===== src/rtl/ssd1963_pkg.sv =====
// Shared constants, state encoding and byte-select helpers for the SSD1963 window sequencer.
// SSD1963_SEQ_RGB565_EN selects 2-byte RGB565 pixels; otherwise pixels are 3 bytes {R,G,B}.
package ssd1963_pkg;

  localparam logic [7:0] CMD_SET_COL  = 8'h2A;
  localparam logic [7:0] CMD_SET_PAGE = 8'h2B;
  localparam logic [7:0] CMD_WR_MEM   = 8'h2C;

`ifdef SSD1963_SEQ_RGB565_EN
  localparam int BYTES_PER_PIX = 2;
`else
  localparam int BYTES_PER_PIX = 3;
`endif

  localparam logic [1:0] LAST_IDX = 2'(BYTES_PER_PIX - 1);

  typedef enum logic [3:0] {
    ST_IDLE     = 4'd0,
    ST_CMD_COL  = 4'd1,
    ST_ARG_COL  = 4'd2,
    ST_CMD_PAGE = 4'd3,
    ST_ARG_PAGE = 4'd4,
    ST_CMD_WR   = 4'd5,
    ST_PIX      = 4'd6,
    ST_DONE     = 4'd7
  } state_e;

  // Byte idx of a pixel, MSB byte first.
  function automatic logic [7:0] pix_byte(input logic [23:0] d, input logic [1:0] idx);
`ifdef SSD1963_SEQ_RGB565_EN
    pix_byte = (idx == 2'd0) ? d[15:8] : d[7:0];
`else
    case (idx)
      2'd0:    pix_byte = d[23:16];
      2'd1:    pix_byte = d[15:8];
      default: pix_byte = d[7:0];
    endcase
`endif
  endfunction

  // Argument byte idx of a start/end pair: start MSB, start LSB, end MSB, end LSB.
  function automatic logic [7:0] arg_byte(input logic [15:0] s, input logic [15:0] e,
                                          input logic [1:0] idx);
    case (idx)
      2'd0:    arg_byte = s[15:8];
      2'd1:    arg_byte = s[7:0];
      2'd2:    arg_byte = e[15:8];
      default: arg_byte = e[7:0];
    endcase
  endfunction

endpackage


===== src/rtl/ssd1963_pix_ser.sv =====
// One-pixel holding register that serializes pixels into display bus bytes.
// Byte count per pixel follows SSD1963_SEQ_RGB565_EN through ssd1963_pkg.
module ssd1963_pix_ser
  import ssd1963_pkg::*;
(
  input  logic        clk,
  input  logic        rst_n,
  input  logic        clr,
  input  logic        en,
  input  logic [23:0] in_data,
  input  logic        in_valid,
  output logic        in_ready,
  output logic [7:0]  out_data,
  output logic        out_valid,
  input  logic        out_ready,
  output logic        out_last
);

  logic        full_q, full_d;
  logic [23:0] data_q, data_d;
  logic [1:0]  idx_q, idx_d;
  logic        bypass, fire, last_fire, take;

  // An empty register forwards the first byte straight from the source so PIX has no bubble.
  always_comb begin
    bypass    = en && in_valid && !full_q;
    out_valid = full_q || bypass;
    out_data  = 8'h00;
    if (full_q) begin
      out_data = pix_byte(data_q, idx_q);
    end else if (bypass) begin
      out_data = pix_byte(in_data, 2'd0);
    end
    fire      = out_valid && out_ready;
    last_fire = full_q && fire && (idx_q == LAST_IDX);
    in_ready  = en && (!full_q || last_fire);
    take      = in_valid && in_ready;
    out_last  = last_fire;
  end

  always_comb begin
    full_d = full_q;
    data_d = data_q;
    idx_d  = idx_q;
    if (clr) begin
      full_d = 1'b0;
      data_d = 24'h0;
      idx_d  = 2'd0;
    end else if (take) begin
      full_d = 1'b1;
      data_d = in_data;
      idx_d  = (!full_q && fire) ? 2'd1 : 2'd0;
    end else if (last_fire) begin
      full_d = 1'b0;
      idx_d  = 2'd0;
    end else if (full_q && fire) begin
      idx_d  = idx_q + 2'd1;
    end
  end

  always_ff @(posedge clk or negedge rst_n) begin
    if (!rst_n) begin
      full_q <= 1'b0;
      data_q <= 24'h0;
      idx_q  <= 2'd0;
    end else begin
      full_q <= full_d;
      data_q <= data_d;
      idx_q  <= idx_d;
    end
  end

endmodule


===== src/rtl/ssd1963_win_seq.sv =====
// SSD1963 window-write sequencer: column/page address setup, memory-write command, pixel stream.
// Pixel width is 24-bit by default, RGB565 when SSD1963_SEQ_RGB565_EN is defined.
//
// Handshakes: a byte moves on out_valid && out_ready, a pixel on pix_valid && pix_ready;
// out_data/out_dc hold while out_valid && !out_ready, and abort withdraws out_valid at once.
module ssd1963_win_seq
  import ssd1963_pkg::*;
(
  input  logic        clk,
  input  logic        reset_n,
  input  logic        start,
  input  logic        abort,
  input  logic [15:0] sx,
  input  logic [15:0] sy,
  input  logic [15:0] sw,
  input  logic [15:0] sh,
  input  logic [23:0] pix_data,
  input  logic        pix_valid,
  output logic        pix_ready,
  output logic [7:0]  out_data,
  output logic        out_dc,
  output logic        out_valid,
  input  logic        out_ready,
  output logic        busy,
  output logic        done,
  output logic [3:0]  dbg_state
);

  state_e      state_q, state_d;
  logic [1:0]  arg_idx_q, arg_idx_d;
  logic [15:0] sx_q, sx_d, sy_q, sy_d, ec_q, ec_d, ep_q, ep_d;
  logic [31:0] rem_q, rem_d;
  logic        done_q, done_d;

  logic        accept, xfer_ok;
  logic        ser_en, ser_in_ready, ser_valid, ser_last, ser_take;
  logic [7:0]  ser_data;
  logic        raw_valid, raw_dc;
  logic [7:0]  raw_data;

  assign accept   = start && !abort && (state_q == ST_IDLE) && !done_q;
  assign xfer_ok  = out_ready && !abort;
  assign ser_en   = (state_q == ST_PIX) && (rem_q != 32'd0) && !abort;
  assign ser_take = pix_valid && ser_in_ready;

  ssd1963_pix_ser u_ser (
    .clk       (clk),
    .rst_n     (reset_n),
    .clr       (abort),
    .en        (ser_en),
    .in_data   (pix_data),
    .in_valid  (pix_valid),
    .in_ready  (ser_in_ready),
    .out_data  (ser_data),
    .out_valid (ser_valid),
    .out_ready (xfer_ok),
    .out_last  (ser_last)
  );

  always_comb begin
    state_d   = state_q;
    arg_idx_d = arg_idx_q;
    sx_d      = sx_q;
    sy_d      = sy_q;
    ec_d      = ec_q;
    ep_d      = ep_q;
    rem_d     = rem_q;
    done_d    = 1'b0;
    raw_valid = 1'b0;
    raw_dc    = 1'b0;
    raw_data  = 8'h00;
    case (state_q)
      ST_IDLE: begin
        if (accept) begin
          sx_d      = sx;
          sy_d      = sy;
          ec_d      = sx + sw - 16'd1;
          ep_d      = sy + sh - 16'd1;
          rem_d     = {16'h0, sw} * {16'h0, sh};
          arg_idx_d = 2'd0;
          state_d   = (sw == 16'd0 || sh == 16'd0) ? ST_DONE : ST_CMD_COL;
        end
      end
      ST_CMD_COL: begin
        raw_valid = 1'b1;
        raw_data  = CMD_SET_COL;
        if (xfer_ok) state_d = ST_ARG_COL;
      end
      ST_ARG_COL: begin
        raw_valid = 1'b1;
        raw_dc    = 1'b1;
        raw_data  = arg_byte(sx_q, ec_q, arg_idx_q);
        if (xfer_ok) begin
          arg_idx_d = arg_idx_q + 2'd1;
          if (arg_idx_q == 2'd3) state_d = ST_CMD_PAGE;
        end
      end
      ST_CMD_PAGE: begin
        raw_valid = 1'b1;
        raw_data  = CMD_SET_PAGE;
        if (xfer_ok) state_d = ST_ARG_PAGE;
      end
      ST_ARG_PAGE: begin
        raw_valid = 1'b1;
        raw_dc    = 1'b1;
        raw_data  = arg_byte(sy_q, ep_q, arg_idx_q);
        if (xfer_ok) begin
          arg_idx_d = arg_idx_q + 2'd1;
          if (arg_idx_q == 2'd3) state_d = ST_CMD_WR;
        end
      end
      ST_CMD_WR: begin
        raw_valid = 1'b1;
        raw_data  = CMD_WR_MEM;
        if (xfer_ok) state_d = ST_PIX;
      end
      ST_PIX: begin
        raw_valid = ser_valid;
        raw_dc    = 1'b1;
        raw_data  = ser_data;
        if (ser_take) rem_d = rem_q - 32'd1;
        // rem_q reaches zero once the final pixel is latched; its last byte ends the window.
        if (ser_last && rem_q == 32'd0) state_d = ST_DONE;
      end
      ST_DONE: begin
        done_d  = 1'b1;
        state_d = ST_IDLE;
      end
      default: state_d = ST_IDLE;
    endcase
    if (abort) begin
      state_d   = ST_IDLE;
      arg_idx_d = 2'd0;
      rem_d     = 32'd0;
      done_d    = 1'b0;
    end
  end

  always_ff @(posedge clk or negedge reset_n) begin
    if (!reset_n) begin
      state_q   <= ST_IDLE;
      arg_idx_q <= 2'd0;
      sx_q      <= 16'h0;
      sy_q      <= 16'h0;
      ec_q      <= 16'h0;
      ep_q      <= 16'h0;
      rem_q     <= 32'd0;
      done_q    <= 1'b0;
    end else begin
      state_q   <= state_d;
      arg_idx_q <= arg_idx_d;
      sx_q      <= sx_d;
      sy_q      <= sy_d;
      ec_q      <= ec_d;
      ep_q      <= ep_d;
      rem_q     <= rem_d;
      done_q    <= done_d;
    end
  end

  assign out_valid = raw_valid && !abort;
  assign out_data  = raw_data;
  assign out_dc    = raw_dc;
  assign pix_ready = ser_in_ready;
  assign busy      = (state_q != ST_IDLE) || done_q;
  assign done      = done_q;
  assign dbg_state = state_q;

endmodule


===== config.mk =====
export PLATFORM = sky130hd
export DESIGN_NAME = ssd1963_win_seq
export DESIGN_NICKNAME = d
export VERILOG_FILES = /design/src/rtl/ssd1963_pkg.sv /design/src/rtl/ssd1963_pix_ser.sv /design/src/rtl/ssd1963_win_seq.sv
export SDC_FILE = /design/constraint.sdc
export NUM_CORES = 1
export LEC_CHECK = 0
export CAP_MARGIN = 20
export CORE_ASPECT_RATIO = 0.7
export CORE_UTILIZATION = 60
export CTS_BUF_LIST = sky130_fd_sc_hd__clkbuf_8 sky130_fd_sc_hd__clkbuf_16
export DETAILED_ROUTE_END_ITERATION = 8
export GPL_TIMING_DRIVEN = 0
export PLACE_DENSITY = 0.81
export SYNTH_ARGS = -nofsm -noshare
export SYNTH_HDL_FRONTEND = slang
export SYNTH_SLANG_ARGS = --single-unit

===== constraint.sdc =====
create_clock -name clk -period 4.04 [get_ports clk]
set_input_delay 1.01 -clock clk [delete_from_list [all_inputs] [get_ports clk]]
set_output_delay 1.01 -clock clk [all_outputs]
set_load 0.005 [all_outputs]

# == Yosys cells after proc, flatten, opt, wreduce, memory -nomap -nowiden ==
# Cells that the tools add are included.
# classes
n_addsub,7
mul,1
eq_ne,23
mux,40
reduce_logical,43
# op_table
cell,count
two-way mux 32 bit,3
case mux 32 bit (2 select lines),1
two-way mux 24 bit,2
case mux 8 bit (3 select lines),2
case mux 8 bit (6 select lines),1
two-way mux 4 bit,10
adder 16 bit,2
logical NOT 16 bit,2
logical NOT 32 bit,1
multiplier 16 x 16 -> 32 bit,1
nonzero test 32 bit,1
subtractor 16 x 1 -> 16 bit (second input constant),2
subtractor 32 x 1 -> 32 bit (second input constant),1
case mux 4 bit (7 select lines),1
!= test 3 x 2 -> 1 bit (second input constant),6
== test 4 x 3 -> 1 bit (second input constant),4
logical AND 1 bit,16
two-way mux 8 bit,2
case mux 8 bit (2 select lines),1
two-way mux 2 bit,7
!= test 3 bit (second input constant),4
AND reduction 9 bit,1
nonzero test 3 bit,3
== test 4 x 2 -> 1 bit (second input constant),2
20 further kinds,38
# totals
register_bits,130
inputBits,94
out_inout_bits,17

# == Logic depth before layout (Yosys ltp) ==
# depth
ltp_word,15
mapped_depth,24

# == Cells and area by module ==
# Synthesis repeated with hierarchy kept, for this count alone.
# unflattened
hier_cells,2172
hier_area_um2,17631.9
# modules_own_cells
module,n_inst,cells_each,area_each_um2,seq_area_each_um2
ssd1963_win_seq,1,1945,15605.0,2552.4
ssd1963_pix_ser,1,227,2026.9,675.6

# == Least setup slack after synthesis ==
# No wires, ideal clock.
# synth_path
path_kind,input -> register
from,in sw[5]
to,reg rem_q[30]
setup_ps,138
t_arrival_ps,6568
required_time_ps,3902
setup_slack_ps,-2666
stages,22
path_cell_list,clkbuf_1 clkinv_1 nor2_1 fa_1 inv_1 fa_1 fa_1 fa_1 inv_1 fa_1 inv_1 fa_1 inv_1 ha_1 and2_1 and4_1 a22o_1 a311oi_1 o31ai_1 a31oi_1 mux2i_1 o211ai_1
# synth_via
elab_chain_len,4
# synth_rtl
item,line_no,source
from (decl),ssd1963_win_seq.sv:15,"input logic [15:0] sw,"
multiplier 16 x 16 -> 32 bit,ssd1963_win_seq.sv:79,"rem_d = {16'h0, sw} * {16'h0, sh};"
two-way mux 32 bit,ssd1963_win_seq.sv:74,if (accept) begin
case mux 32 bit (2 select lines),ssd1963_win_seq.sv:72,case (state_q)
two-way mux 32 bit,ssd1963_win_seq.sv:131,if (abort) begin
to (signal assigned),ssd1963_win_seq.sv:156,rem_q <= rem_d;
to (decl),ssd1963_win_seq.sv:32,"logic [31:0] rem_q, rem_d;"
# Every way passes these cells. The select of a mux whose other input is x is not followed.
# A chain may end at the register's enable or synchronous reset.

# == Worst setup path after layout ==
# layout_path
from,in sw[11]
to,reg rem_q[30]
# The elaborated chain is that of the path after synthesis.

==> flow_metrics.env <==
export IMPL_r2r_end="rem_q[30]"
export IMPL_syn_nets=2536
export IMPL_synth_cells=2078
export IMPL_max_cap_violations=0
export IMPL_arrival_ns=6.80
export IMPL_hpwl_mm=43.4
export IMPL_ys_ff_latch=129
export IMPL_grt_max_degree=95
export IMPL_totalWireLength_mm=59.2
export IMPL_die_w_um=203
export IMPL_avgSynthCellArea_um2=8.15
export IMPL_cp_start_kind="input pin"
export IMPL_fin_nets=2757
export IMPL_ys_flop_type="dfrtp_1"
export IMPL_worst_path_max_delay_cell="fa_1"
export IMPL_num_rows=51
export IMPL_violations="DRC, setup timing"
export IMPL_netlist_top_cell_by_area="fa_1"
export IMPL_period_needed_ns=6.51
export IMPL_track_usage=0.399
export IMPL_use_met1=0.560
export IMPL_tritoncts="built"
export IMPL_overflow=0
export IMPL_crit_type="in -> reg"
export IMPL_io_buffer_count=100
export IMPL_clock_latency_ns=0.44
export IMPL_clk_pin_slew_ns=0.06
export IMPL_ys_seq_area_frac=0.191
export IMPL_yosysMostFrequentCell="inv_1"
export IMPL_hold_buffers=0
export IMPL_grt_busiest_layer="met2"
export IMPL_cts_root_buf="clkbuf_16"
export IMPL_die_area_um2=28900
export IMPL_path_cells="buf_2 > clkbuf_8 > buf_6 > nand2_1 > fa_1 > fa_1 > fa_1 > fa_1 > inv_1 > fa_1 > inv_2 > fa_1 > inv_2 > ha_4 > a21oi_4 > o32ai_2 > o21a_2 > a311oi_4 > o31ai_4 > a31oi_4 > mux2i_4 > o211ai_1"
export IMPL_ys_warn_count=0
export IMPL_areaGrowthSynthToFinish_pct=27.2
export IMPL_drt_vias_per_instance=6.21
export IMPL_r2r_start="rem_q[0]"
export IMPL_crit_required_ns=4.33
export IMPL_met2_usage=0.580
export IMPL_synth_area_top_cells="fa_1, dfrtp_1, ha_1"
export IMPL_synth_edf_count=0
export IMPL_fillers=1847
export IMPL_use_met3=0.126
export IMPL_irDropWorstVdd_mv=1.57
export IMPL_min_period_over_period=1.61
export IMPL_grt_pass1_vias=15906
export IMPL_path_common_cell="fa_1"
export IMPL_path_max_fanout=7
export IMPL_slew_violations=0
export IMPL_gp_congestion=0.957
export IMPL_max_freq_mhz=154
export IMPL_async_reset_ff_frac=1.00
export IMPL_wl_per_cell_um=22.1
export IMPL_worst_pin_slew_ns=0.792
export IMPL_crit_path_end_kind="flip-flop"
export IMPL_setup_tns_ns=-48.01
export IMPL_netlist_top_cells_count="inv_1, nand2_1, fa_1"
export IMPL_cts_sinks=129
export IMPL_power_density_nw_per_um2=999
export IMPL_core_area_um2=27800
export IMPL_finalHoldViolations=0
export IMPL_clock_skew_final_ns=0.00758
export IMPL_r2r_cells=10
export IMPL_min_path_type="in -> async"
export IMPL_design_portCount=111
export IMPL_numCtsBuffers=17
export IMPL_htree_levels=4
export IMPL_ys_types=75
export IMPL_drive_gt1_frac=0.176
export IMPL_maxSlewHeadroom=0.467
export IMPL_grt_pass1_wl_mm=87.4
export IMPL_drt_iter0_drc=2206
export IMPL_drcViolationCount=1
export IMPL_ant_nets=0
export IMPL_drt_pass1_iter_count=9
export IMPL_post_place_ws_ns=-3.92
export IMPL_rsz0062_at_grt="yes"
export IMPL_worst_slack_ns=-2.47
export IMPL_synth_area_um2=16900
export IMPL_die_h_um=143
export IMPL_antenna_found_initial=3
export IMPL_totalPowerFinal_mw=21.5
export IMPL_p_leak_nw=10.4
export IMPL_max_stage_delay_ns=0.55
export IMPL_via_count=16670
export IMPL_cp_num_buf_inv=6
export IMPL_r2r_setup_slack_ns=0.58
export IMPL_clockBufferDepth=2
export IMPL_yosysTopAreaCellShare=0.232
export IMPL_finalSetupViolations=28
export IMPL_critPathTopFamily="adder cells"
export IMPL_initial_core_util=0.610
export IMPL_status="complete, but fails checks"
## metal layers
layer  vias to the layer above  share of wire
li1                       7173              -
met1                      8072           0.38
met2                      1159           0.43
met3                       262           0.14
met4                         4          0.046
met5                         -        0.00051
## layout by cell type (no fill, tap or decap), types with 21 or more instances in the layout
cell type          n
inv_1            322
nand2_1          313
fa_1             184
ha_1             147
nor2_1           145
dfrtp_1          128
o21ai_0          100
buf_4             87
o21ai_1           74
clkdlybuf4s50_1   66
a21oi_1           54
clkbuf_1          42
nor3_1            29
xnor2_1           26
clkbuf_8          25
clkbuf_16         24
xor2_1            24
buf_6             23
inv_2             21
## sequential cells by signal, indices dropped and copies added (netlist names)
name,count
ep_q,16
sx_q,16
rem_q,32
dbg_state,3
arg_idx_q,2
done,1
ec_q,16
u_ser.data_q,24
u_ser.full_q,1
sy_q,16
u_ser.idx_q,2
## layout make-up
cell class | instances | area (um^2) | share of cell area
clock inverters | 10 | 180 | 0.00836
repair buffers | 205 | 1950 | 0.0907
plain buffers | 95 | 830 | 0.0385
flip-flops and latches | 129 | 3230 | 0.150
well taps | 371 | 464 | 0.0215
multi-input cells | 1488 | 12900 | 0.600
diodes | 1 | 2.50 | 0.000116
clock buffers | 22 | 494 | 0.0229
inverters | 363 | 1470 | 0.0684
## worst register-to-register path: cells and delay by family (launching register included)
| family | cells | cell delay, ns |
|---|---|---|
| flip-flops | 1 | 0.39 |
| multiplexers | 1 | 0.14 |
| adder cells (fa/ha/maj) | 1 | 0.22 |
| AO/OA/AOI/OAI | 2 | 0.45 |
| AND/OR/NAND/NOR | 5 | 2.04 |
| buffers and inverters | 1 | 0.13 |
## through the flow
stage          std cells  utilization  area (um^2)  hold WS (ns)
2_1_floorplan       2078            -        17400         0.446
3_3_place_gp        2549        0.680        18900         0.460
3_5_place_dp        2550        0.681        18900         0.467
4_1_cts             2644        0.749        20800         0.473
5_1_grt             2683        0.776        21500         0.491
6_report            2684        0.776        21500         0.475
## logic make-up (layout without fill, tap and decap cells)
family,count (synthesis),after routing,share of synthesized area
adders and majority gates,365,365,0.356
and+or+nand+nor,662,662,0.172
DFF,129,129,0.191
AOI/OAI and AO/OA,386,386,0.139
muxes,17,17,0.0102
buffers and inverters,461,695,0.103
other,1,2,0.000221
xor gates and xnor gates,57,57,0.0295
## where the power goes
part | switching, mW | internal (mW)
Clock | 0.608 | 1.17
Combinational | 9.90 | 7.79
Sequential | 0.330 | 1.73
Total | 10.8 | 10.7
## timing repair
item | 4_1_cts | 5_1_grt
endpoints found under the setup margin | 55 | 60
gates resized for setup | 300 | 125
setup buffers | 65 | 37
hold endpoints to repair | 0 | 0
pin swaps | 68 | 70
cloned | 0 | 2
## worst max-delay path by stage
stage | from | end | slack, ns | depth (start not counted)
floorplan | sh[4] | rem_q[30] | -2.11 | 23
global placement | sw[0] | rem_q[30] | -3.86 | 24
detailed placement | sw[0] | rem_q[30] | -3.92 | 24
CTS | sh[4] | rem_q[30] | -2.32 | 23
global route | sw[11] | rem_q[30] | -2.59 | 22
finish | sw[11] | rem_q[30] | -2.47 | 22
Note: power is estimated with default switching activity, not from simulation.
